===== src/rtl/cskip_pkg.sv =====
// -----------------------------------------------------------------------------
// cskip_pkg
// Shared definitions for the pipelined carry-skip adder.
//   - Default WIDTH / BLOCK / STAGES values.
//   - skip_block_count(): number of BLOCK-bit skip blocks across WIDTH bits.
//   - cfg_ok(): legality check for a WIDTH/BLOCK/STAGES combination.
//     WIDTH must split evenly into STAGES slices of whole skip blocks.
// -----------------------------------------------------------------------------
package cskip_pkg;

  localparam int unsigned CSKIP_WIDTH  = 32'd32;
  localparam int unsigned CSKIP_BLOCK  = 32'd4;
  localparam int unsigned CSKIP_STAGES = 32'd2;

  // Number of skip blocks needed to cover the full operand width.
  function automatic int unsigned skip_block_count(input int unsigned width,
                                                   input int unsigned block);
    return width / block;
  endfunction

  // True when the configuration divides into whole blocks per stage.
  function automatic bit cfg_ok(input int unsigned width,
                                input int unsigned block,
                                input int unsigned stages);
    bit ok;
    ok = 1'b1;
    if ((block == 32'd0) || (stages == 32'd0)) begin
      ok = 1'b0;
    end else if ((width % (block * stages)) != 32'd0) begin
      ok = 1'b0;
    end else if (stages > (width / block)) begin
      ok = 1'b0;
    end else begin
      ok = 1'b1;
    end
    return ok;
  endfunction

  localparam bit CSKIP_DEFAULT_CFG_OK = cfg_ok(CSKIP_WIDTH, CSKIP_BLOCK, CSKIP_STAGES);

endpackage


===== src/rtl/cskip_block.sv =====
// -----------------------------------------------------------------------------
// cskip_block
// Combinational BLOCK-bit ripple-carry adder with a carry-skip bypass.
// When every bit of the block propagates (a^b all ones) the block's carry-out
// equals its carry-in, so the carry is taken straight from cin instead of
// waiting for the ripple through the block.
//
// Ports:
//   a, b  [BLOCK-1:0]  operand slices
//   cin               carry into bit 0 of the block
//   sum   [BLOCK-1:0]  a + b + cin, low BLOCK bits
//   cout              carry out of the block (skip ? cin : ripple carry)
// -----------------------------------------------------------------------------
module cskip_block #(
  parameter int unsigned BLOCK = 32'd4
) (
  input  logic [BLOCK-1:0] a,
  input  logic [BLOCK-1:0] b,
  input  logic             cin,
  output logic [BLOCK-1:0] sum,
  output logic             cout
);

  logic [BLOCK-1:0] prop_s;
  logic             ripple_cout_s;
  logic             skip_s;

  assign prop_s = a ^ b;
  assign skip_s = &prop_s;

  // Bit-serial ripple through the block.
  always_comb begin : ripple
    logic c_v;
    c_v           = cin;
    sum           = {BLOCK{1'b0}};
    ripple_cout_s = 1'b0;
    for (int i = 0; i < int'(BLOCK); i++) begin
      sum[i] = prop_s[i] ^ c_v;
      c_v    = (a[i] & b[i]) | (prop_s[i] & c_v);
    end
    ripple_cout_s = c_v;
  end

  // Skip mux: a fully propagating block forwards its carry-in.
  assign cout = skip_s ? cin : ripple_cout_s;

endmodule


===== src/rtl/cskip_adder_pipe.sv =====
// -----------------------------------------------------------------------------
// cskip_adder_pipe
// Parametrised, pipelined carry-skip adder with valid/ready flow control.
// Stage k adds operand bits [k*S +: S] (S = WIDTH/STAGES) using a chain of
// cskip_block instances, and registers: valid, carry out of the slice, the sum
// computed so far, and the operands for the remaining slices. The last stage
// register drives the outputs directly.
//
// Ports:
//   clk        clock, rising edge
//   rst        synchronous active-high reset
//   in_valid   operands on a/b/cin are valid
//   in_ready   adder accepts operands this cycle
//   a, b       [WIDTH-1:0] operands
//   cin        carry-in
//   out_valid  sum/cout valid
//   out_ready  consumer accepts the result this cycle
//   sum        [WIDTH-1:0] a+b+cin modulo 2^WIDTH
//   cout       carry out of bit WIDTH-1
//   ovf        signed overflow flag (only when CSKIP_OVF_FLAG_EN is defined)
//
// Optional feature macro: CSKIP_OVF_FLAG_EN adds the registered ovf output.
// -----------------------------------------------------------------------------
module cskip_adder_pipe
  import cskip_pkg::*;
#(
  parameter int unsigned WIDTH  = CSKIP_WIDTH,
  parameter int unsigned BLOCK  = CSKIP_BLOCK,
  parameter int unsigned STAGES = CSKIP_STAGES
) (
  input  logic             clk,
  input  logic             rst,
  input  logic             in_valid,
  output logic             in_ready,
  input  logic [WIDTH-1:0] a,
  input  logic [WIDTH-1:0] b,
  input  logic             cin,
  output logic             out_valid,
  input  logic             out_ready,
  output logic [WIDTH-1:0] sum,
  output logic             cout
`ifdef CSKIP_OVF_FLAG_EN
  ,
  output logic             ovf
`endif
);

  localparam int NSTG       = int'(STAGES);
  localparam int S          = int'(WIDTH / STAGES);
  localparam int NBLK_TOTAL = int'(skip_block_count(WIDTH, BLOCK));
  localparam int NB         = NBLK_TOTAL / NSTG;

  generate
    if (!cfg_ok(WIDTH, BLOCK, STAGES)) begin : g_cfg_err
      $error("cskip_adder_pipe: WIDTH must be a multiple of BLOCK*STAGES");
    end
  endgenerate

  // Stage registers.
  logic [STAGES-1:0] valid_q, valid_d;
  logic [STAGES-1:0] carry_q, carry_d;
  logic [WIDTH-1:0]  a_q   [STAGES];
  logic [WIDTH-1:0]  a_d   [STAGES];
  logic [WIDTH-1:0]  b_q   [STAGES];
  logic [WIDTH-1:0]  b_d   [STAGES];
  logic [WIDTH-1:0]  sum_q [STAGES];
  logic [WIDTH-1:0]  sum_d [STAGES];

  // Per-stage source values (inputs for stage 0, previous register otherwise).
  logic [STAGES-1:0] src_valid_s;
  logic [STAGES-1:0] src_c_s;
  logic [WIDTH-1:0]  src_a_s   [STAGES];
  logic [WIDTH-1:0]  src_b_s   [STAGES];
  logic [WIDTH-1:0]  src_sum_s [STAGES];

  // Per-stage slice results.
  logic [S-1:0]      slice_sum_s [STAGES];
  logic [STAGES-1:0] slice_cout_s;

  // Stage k may load this cycle.
  logic [STAGES-1:0] load_s;

`ifdef CSKIP_OVF_FLAG_EN
  logic ovf_q, ovf_d;
  logic ovf_slice_s;
`endif

  // Operands in the last stage have no further consumer; fold them into a sink.
  logic unused_last_ops_s;
  assign unused_last_ops_s = ^{a_q[STAGES-1], b_q[STAGES-1]};

  generate
    for (genvar k = 0; k < NSTG; k++) begin : g_stage
      logic [S-1:0] ssum_s;

      if (k == 0) begin : g_src_in
        assign src_valid_s[k] = in_valid;
        assign src_c_s[k]     = cin;
        assign src_a_s[k]     = a;
        assign src_b_s[k]     = b;
        assign src_sum_s[k]   = {WIDTH{1'b0}};
      end else begin : g_src_prev
        assign src_valid_s[k] = valid_q[k-1];
        assign src_c_s[k]     = carry_q[k-1];
        assign src_a_s[k]     = a_q[k-1];
        assign src_b_s[k]     = b_q[k-1];
        assign src_sum_s[k]   = sum_q[k-1];
      end

      // Skip blocks chained across this stage's slice.
      for (genvar j = 0; j < NB; j++) begin : g_blk
        logic blk_cin_s;
        logic blk_cout_s;

        if (j == 0) begin : g_c0
          assign blk_cin_s = src_c_s[k];
        end else begin : g_cn
          assign blk_cin_s = g_blk[j-1].blk_cout_s;
        end

        cskip_block #(
          .BLOCK (BLOCK)
        ) u_blk (
          .a    (src_a_s[k][k*S + j*int'(BLOCK) +: int'(BLOCK)]),
          .b    (src_b_s[k][k*S + j*int'(BLOCK) +: int'(BLOCK)]),
          .cin  (blk_cin_s),
          .sum  (ssum_s[j*int'(BLOCK) +: int'(BLOCK)]),
          .cout (blk_cout_s)
        );
      end

      assign slice_sum_s[k]  = ssum_s;
      assign slice_cout_s[k] = g_blk[NB-1].blk_cout_s;

`ifdef CSKIP_OVF_FLAG_EN
      // Carry into the MSB is recovered from the MSB sum bit and its operands.
      if (k == NSTG - 1) begin : g_ovf
        assign ovf_slice_s = src_a_s[k][WIDTH-1] ^ src_b_s[k][WIDTH-1] ^
                             ssum_s[S-1] ^ slice_cout_s[k];
      end
`endif
    end
  endgenerate

  // Load enables, walked from the output back: a stage loads when it is empty
  // or its content moves on this cycle.
  always_comb begin : load_chain
    logic drain_v;
    load_s  = {STAGES{1'b0}};
    drain_v = out_ready;
    for (int k = NSTG - 1; k >= 0; k--) begin
      load_s[k] = !valid_q[k] || drain_v;
      drain_v   = load_s[k];
    end
  end

  assign in_ready = load_s[0];

  // Next-state for every stage register.
  always_comb begin : stage_next
    logic [WIDTH-1:0] merged_v;
    logic             zero_v;
    valid_d  = valid_q;
    carry_d  = carry_q;
    merged_v = {WIDTH{1'b0}};
    zero_v   = 1'b0;
    for (int k = 0; k < NSTG; k++) begin
      a_d[k]   = a_q[k];
      b_d[k]   = b_q[k];
      sum_d[k] = sum_q[k];
    end
    for (int k = 0; k < NSTG; k++) begin
      if (load_s[k]) begin
        merged_v            = src_sum_s[k];
        merged_v[k*S +: S]  = slice_sum_s[k];
        // Output-stage data is cleared when no result is loaded so the
        // outputs read 0 whenever out_valid is low.
        zero_v              = (k == NSTG - 1) && !src_valid_s[k];
        valid_d[k]          = src_valid_s[k];
        a_d[k]              = src_a_s[k];
        b_d[k]              = src_b_s[k];
        carry_d[k]          = zero_v ? 1'b0 : slice_cout_s[k];
        sum_d[k]            = zero_v ? {WIDTH{1'b0}} : merged_v;
      end else begin
        valid_d[k] = valid_q[k];
        carry_d[k] = carry_q[k];
        a_d[k]     = a_q[k];
        b_d[k]     = b_q[k];
        sum_d[k]   = sum_q[k];
      end
    end
  end

  // Stage registers with synchronous reset.
  always_ff @(posedge clk) begin
    if (rst) begin
      valid_q <= {STAGES{1'b0}};
      carry_q <= {STAGES{1'b0}};
      for (int k = 0; k < NSTG; k++) begin
        a_q[k]   <= {WIDTH{1'b0}};
        b_q[k]   <= {WIDTH{1'b0}};
        sum_q[k] <= {WIDTH{1'b0}};
      end
    end else begin
      valid_q <= valid_d;
      carry_q <= carry_d;
      for (int k = 0; k < NSTG; k++) begin
        a_q[k]   <= a_d[k];
        b_q[k]   <= b_d[k];
        sum_q[k] <= sum_d[k];
      end
    end
  end

  assign out_valid = valid_q[STAGES-1];
  assign sum       = sum_q[STAGES-1];
  assign cout      = carry_q[STAGES-1];

`ifdef CSKIP_OVF_FLAG_EN
  // Overflow flag follows the output-stage load, cleared with empty loads.
  always_comb begin
    ovf_d = ovf_q;
    if (load_s[STAGES-1]) begin
      ovf_d = src_valid_s[STAGES-1] ? ovf_slice_s : 1'b0;
    end else begin
      ovf_d = ovf_q;
    end
  end

  // Overflow flag register.
  always_ff @(posedge clk) begin
    if (rst) begin
      ovf_q <= 1'b0;
    end else begin
      ovf_q <= ovf_d;
    end
  end

  assign ovf = ovf_q;
`endif

endmodule


===== config.mk =====
export PLATFORM = sky130hd
export DESIGN_NAME = cskip_adder_pipe
export DESIGN_NICKNAME = d
export VERILOG_FILES = /design/src/rtl/cskip_pkg.sv /design/src/rtl/cskip_block.sv /design/src/rtl/cskip_adder_pipe.sv
export SDC_FILE = /design/constraint.sdc
export NUM_CORES = 1
export LEC_CHECK = 0
export CAP_MARGIN = 20
export CORE_MARGIN = 2
export CORE_UTILIZATION = 51
export CTS_CLUSTER_SIZE = 24
export DETAILED_ROUTE_END_ITERATION = 10
export MAX_ROUTING_LAYER = met4
export PLACE_DENSITY = 0.82
export SLEW_MARGIN = 20
export SYNTH_ARGS = -nofsm -noshare
export SYNTH_HDL_FRONTEND = slang
export SYNTH_HIERARCHICAL = 1
export SYNTH_SLANG_ARGS = --single-unit
export TNS_END_PERCENT = 100

===== constraint.sdc =====
create_clock -name clk -period 8.8 [get_ports clk]
set_input_delay 0.88 -clock clk [delete_from_list [all_inputs] [get_ports clk]]
set_output_delay 0.88 -clock clk [all_outputs]
set_load 0.005 [all_outputs]

==> results.yml, run 1 <==
status:
  outcome: "finished clean"
worst_hold_path:
  hold_class: "reg2reg"
  hold_path_depth: 2
yosys:
  ys_seq_area_frac: 0.444
  yosysTopAreaCell: "dfxtp_1"
  yosys_warnings: 6
  async_flop_share: 0
  synth-edff-count: 32
  dominantRegCellSynth: "dfxtp_1"
  avgSynthCellArea_um2: 9.99
  syn_area_um2: 4500
  ys_ff_latch: 84
  synth_nets: 584
  synth_top_area_share: 0.231
  synthTopCellsByArea: "dfxtp_1 23%, edfxtp_1 21%, fa_1 14%, ha_1 8.9%, inv_1 6.0%"
  synthCells: 451
  synth_cell_types: 20
clock_tree:
  cts_resized: 0
  cts_buffers: 9
  clock_latency_ps: 360
  clock-sinks: 84
  cts.clk_slew.worst_paths_ps: 90
  htree_num_levels: 3
  cts_tree: "done"
  cts-root-buf: "clkbuf_8"
  ctsHoldBuffers: 0
  post-cts-setup-buffers: 0
  clockBufferDepth: 2
critical_path:
  crit_fanout: 2
  reg2reg_depth: 34
  worstPathArrival_ps: 7340
  cp.required_ps: 9080
  cpMaxStageDelayCell: "clkdlybuf4s50_1"
  endpoint_kind: "register"
  critPathMaxStageDelay_ps: 480
  setup.worst_path.class: "in2reg"
  cp-start-kind: "primary input"
  path_common_cell: "fa_1"
floorplanning:
  core_um2: 8640
  io_pins: 104
  row_count: 34
  die_h_um: 98.0
  die_w_um: 98.0
  start_util: 0.522
  dieArea_um2: 9600
drt:
  routed_wl_um: 9020
  drc: 0
  routedWlPerCell_um: 13.7
  num_vias: 3210
  ant_nets: 0
  vias_per_cell: 4.88
  drt_iter0_drc: 112
  dr.pass1.iters: 4
global_route:
  gr-usage-all-layers: 0.207
  antenna_found_initial: 0
  grt_pass1_wl_um: 15400
  grt_pass1_vias: 3324
  grt_overflow_total: 0
  grt_start_max_net_pins: 86
sta:
  fin_skew_ps: 13.9
  timing.final.crit_share: 0.802
  setup_viol: 0
  final_max_slew_viol_count: 0
  rsz0062_at_grt: "false"
  fin_crit_ps: 7060
  hold_violations: 0
  fmax_mhz: 142
  slew-limit-headroom: 0.421
  fin_tns_setup_ps: 0
  worst_pin_slew_ps: 869
  final.setup.worst_slack_ps: 1740
final_layout:
  num_antenna_cells: 0
  final_util: 0.669
  syn_to_final_growth_pct: 28.3
  finalNetCount: 678
  fin_area_um2: 5780
  drive_gt1_frac: 0.0491
power_and_ir_drop:
  p_per_area_nw_per_um2: 152
  ir_worst_vdd_uv: 94.0
  power_leakage_nw: 2.49
placed_design:
  hpwl_um: 6800
  dp_slack_ps: 1420
  io_buffers: 103
  place_area_um2: 5570
  place_congestion: 0.969
job:
  maxCapViolations: 0
-- metal layers --
| metal | up-vias | global-route usage | routed length, um |
|---|---|---|---|
| met5 | - | - | 0 |
| met4 | 0 | 0.0716 | 170 |
| met3 | 14 | 0.0437 | 514 |
| met2 | 91 | 0.330 | 4420 |
| met1 | 1511 | 0.264 | 3910 |
| li1 | 1594 | - | - |
-- cells by family after synthesis --
group | Yosys count | synth area share
AND/OR/NAND/NOR | 148 | 0.158
flip-flops | 84 | 0.444
multiplexers | 8 | 0.0178
buffers and inverters | 97 | 0.0903
adder cells (fa/ha/maj) | 64 | 0.231
AO/OA/AOI/OAI | 50 | 0.0581
-- sequential cells by signal, indices dropped and copies added (netlist names) --
| name | flops |
|---|---|
| a_q | 16 |
| sum_q | 48 |
| valid_q | 2 |
| carry_q | 2 |
| b_q | 16 |
-- metrics by stage --
step | hold slack (ps) | instances | power [mW]
detailed placement | 447 | 642 | 0.599
CTS | 456 | 658 | 0.887
floorplan | 432 | 451 | 0.528
global route | 467 | 658 | 0.925
global placement | 438 | 642 | 0.591
finish | 454 | 658 | 0.878
-- synthesized netlist by cell type, types with 2 or more instances --
cell	number
a21oi_1	47
a21oi_2	3
buf_1	3
buf_2	10
buf_6	4
clkbuf_1	7
dfxtp_1	52
edfxtp_1	32
fa_1	32
ha_1	32
inv_1	72
mux2i_1	8
nand2_1	67
nand2b_1	2
nand3_1	33
nand4_1	8
nor2_1	4
nor2b_1	33
-- critical path, delay by kind of cell --
family	cells	cell delay, ps
compound gates	1	180
fa+ha+maj	16	4310
buf+inv	13	1330
mux	4	570
simple gates	1	70
-- report_power, final --
part | internal (mW) | total [mW] | leakage [nW] | switching [mW]
clock network | 0.149 | 0.289 | 0.105 | 0.140
registers | 0.428 | 0.446 | 0.795 | 0.0181
logic | 0.0756 | 0.143 | 1.59 | 0.0674
total | 0.653 | 0.878 | 2.49 | 0.225
-- final timing paths --
path                     start           end  slack [ps]
hold / removal    sum_q[0][44]  sum_q[0][44]         450
hold reg to reg   sum_q[0][44]  sum_q[0][44]         450
setup reg to reg    a_q[0][16]    carry_q[1]        2200
setup / recovery          a[0]    carry_q[0]        1740
-- placed cells by master (no fill, tap or decap) --
cell and n:
ha_1 32, inv_1 72, nor2b_2 1, buf_2 1, bufinv_16 1, clkdlybuf4s50_1 102, nand2_1 67, mux2i_1 8
a21oi_2 3, dfxtp_2 1, clkinv_4 2, and3b_4 1, buf_4 4, fa_1 32, nand3_1 33, clkinvlp_4 1
dfxtp_1 51, nand4_1 8, clkinv_2 1, nor2_1 4, clkbuf_16 1, edfxtp_1 32, nand2b_1 2, inv_2 1
clkbuf_1 1, nor2b_1 32, clkbuf_8 9, a21oi_1 47
-- area by class of cell --
type | count | area [um2]
Clock inverter | 5 | 60.1
Fill cell | 698 | 2860
Multi-Input combinational cell | 270 | 2100
Sequential cell | 84 | 2000
Inverter | 73 | 274
Clock buffer | 11 | 153
Tap cell | 108 | 135
Timing Repair Buffer | 107 | 1060
No activity file was read; power rests on OpenSTA's default activity.
==> run 2, diff against run 1 <==
==> constraint.sdc (replaced) <==
create_clock -name clk -period 7.05 [get_ports clk]
set_input_delay 0.705 -clock clk [delete_from_list [all_inputs] [get_ports clk]]
set_output_delay 0.705 -clock clk [all_outputs]
set_load 0.005 [all_outputs]
==> results.yml, run 2 (synthesis gave the netlist of run 1 again) <==
critical_path:
  critPathMaxStageDelay_ps: 510
  crit_fanout: 2
  cpMaxStageDelayCell: "fa_2"
  worstPathArrival_ps: 6900
  endpoint_kind: "register"
  cp.required_ps: 7240
  cp-start-kind: "primary input"
  path_common_cell: "fa_2"
  setup.worst_path.class: "in2reg"
drt:
  ant_nets: 0
  drc: 0
  routed_wl_um: 9250
  dr.pass1.iters: 4
  vias_per_cell: 4.89
  drt_iter0_drc: 97
  num_vias: 3238
  routedWlPerCell_um: 14.0
power_and_ir_drop:
  power_leakage_nw: 2.51
  p_per_area_nw_per_um2: 191
  ir_worst_vdd_uv: 114
sta:
  timing.final.crit_share: 0.952
  setup_viol: 0
  slew-limit-headroom: 0.435
  fmax_mhz: 149
  fin_crit_ps: 6710
  whs_ps: 455
  worst_pin_slew_ps: 847
  fin_tns_setup_ps: 0
  fin_skew_ps: 9.48
  hold_violations: 0
  final_max_slew_viol_count: 0
  rsz0062_at_grt: "true"
clock_tree:
  clockBufferDepth: 2
  cts_buffers: 9
  htree_num_levels: 3
  clock-sinks: 84
  cts.clk_slew.worst_paths_ps: 90
  ctsHoldBuffers: 0
  cts_tree: "done"
  cts-root-buf: "clkbuf_8"
  clock_latency_ps: 340
status:
  outcome: "finished clean"
global_route:
  grt_pass1_wl_um: 15500
  antenna_found_initial: 0
  gr-usage-all-layers: 0.208
  grt_pass1_vias: 3311
  grt_start_max_net_pins: 86
  grt_overflow_total: 0
final_layout:
  largest_reg_flops: 48
  syn_to_final_growth_pct: 30.8
  largest-register: "sum_q"
  drive_gt1_frac: 0.105
  final_cells: 662
  final_cell_mix: "100 x clkdlybuf4s50_1, 67 x nand2_1, 67 x inv_1, 51 x dfxtp_1, 46 x a21oi_1"
  finalNetCount: 682
  num_antenna_cells: 0
  final_common_cell: "clkdlybuf4s50_1"
  reg_top3: "sum_q x48, a_q x16, b_q x16"
floorplanning:
  dieArea_um2: 9600
  start_util: 0.522
  die_w_um: 98.0
  row_count: 34
  io_pins: 104
  die_h_um: 98.0
  core_um2: 8640
placed_design:
  dp_cells: 642
  hpwl_um: 6730
  io_buffers: 103
  place_congestion: 0.978
job:
  maxCapViolations: 0
worst_hold_path:
  hold_class: "reg2reg"
-- run 2: routing by layer --
layer | part of all wire | vias up | wire [um] | GRT usage
met2 | 0.51 | 93 | 4700 | 0.351
li1 | - | 1604 | - | -
met3 | 0.047 | 12 | 432 | 0.0286
met1 | 0.43 | 1529 | 3970 | 0.255
met4 | 0.016 | 0 | 150 | 0.0769
met5 | 0 | - | 0 | -
-- run 2: worst max-delay path: cells and delay by family --
family / cells / cell delay (ps)
adder cells (fa/ha/maj): 16 / 4350
multiplexers: 3 / 430
AO/OA/AOI/OAI: 1 / 60
AND/OR/NAND/NOR: 1 / 50
buffers and inverters: 14 / 1310
-- run 2: cell type report --
cell class / instances / area [um2]
clock inverters: 4 / 51.3
multi-input cells: 270 / 2160
repair buffers: 111 / 1090
clock buffers: 12 / 178
well taps: 108 / 135
flip-flops and latches: 84 / 2000
inverters: 73 / 274
fillers: 687 / 2750
-- run 2: timing repair --
item | in CTS | in global routing
endpoints found under the setup margin | 0 | 4
buffers inserted | 0 | 4
resized for setup | 0 | 29
-- run 2: worst paths after layout --
kind	depth (start not counted)	to	slack (ps)	from
worst max-delay path	35	sum_q[0][15]	340	cin
worst min-delay path	2	sum_q[0][60]	450	sum_q[0][60]
worst max register to register	34	carry_q[1]	380	b_q[0][16]
worst min register to register	2	sum_q[0][60]	450	sum_q[0][60]
-- run 2: through the flow --
stage                util  setup slack (ps)  total power, mW  instance area (um2)
finish              0.682               336             1.12                 5890
global route        0.682             -15.4             1.18                 5890
CTS                 0.671               213             1.12                 5790
detailed placement  0.644              -138            0.746                 5570
global placement    0.644              63.3            0.738                 5570
floorplan               -               831            0.659                 4500
-- run 2: where the power goes --
group	total [mW]	internal, mW	switching [mW]
clock network	0.381	0.208	0.172
logic	0.186	0.0989	0.0871
registers	0.557	0.534	0.0229
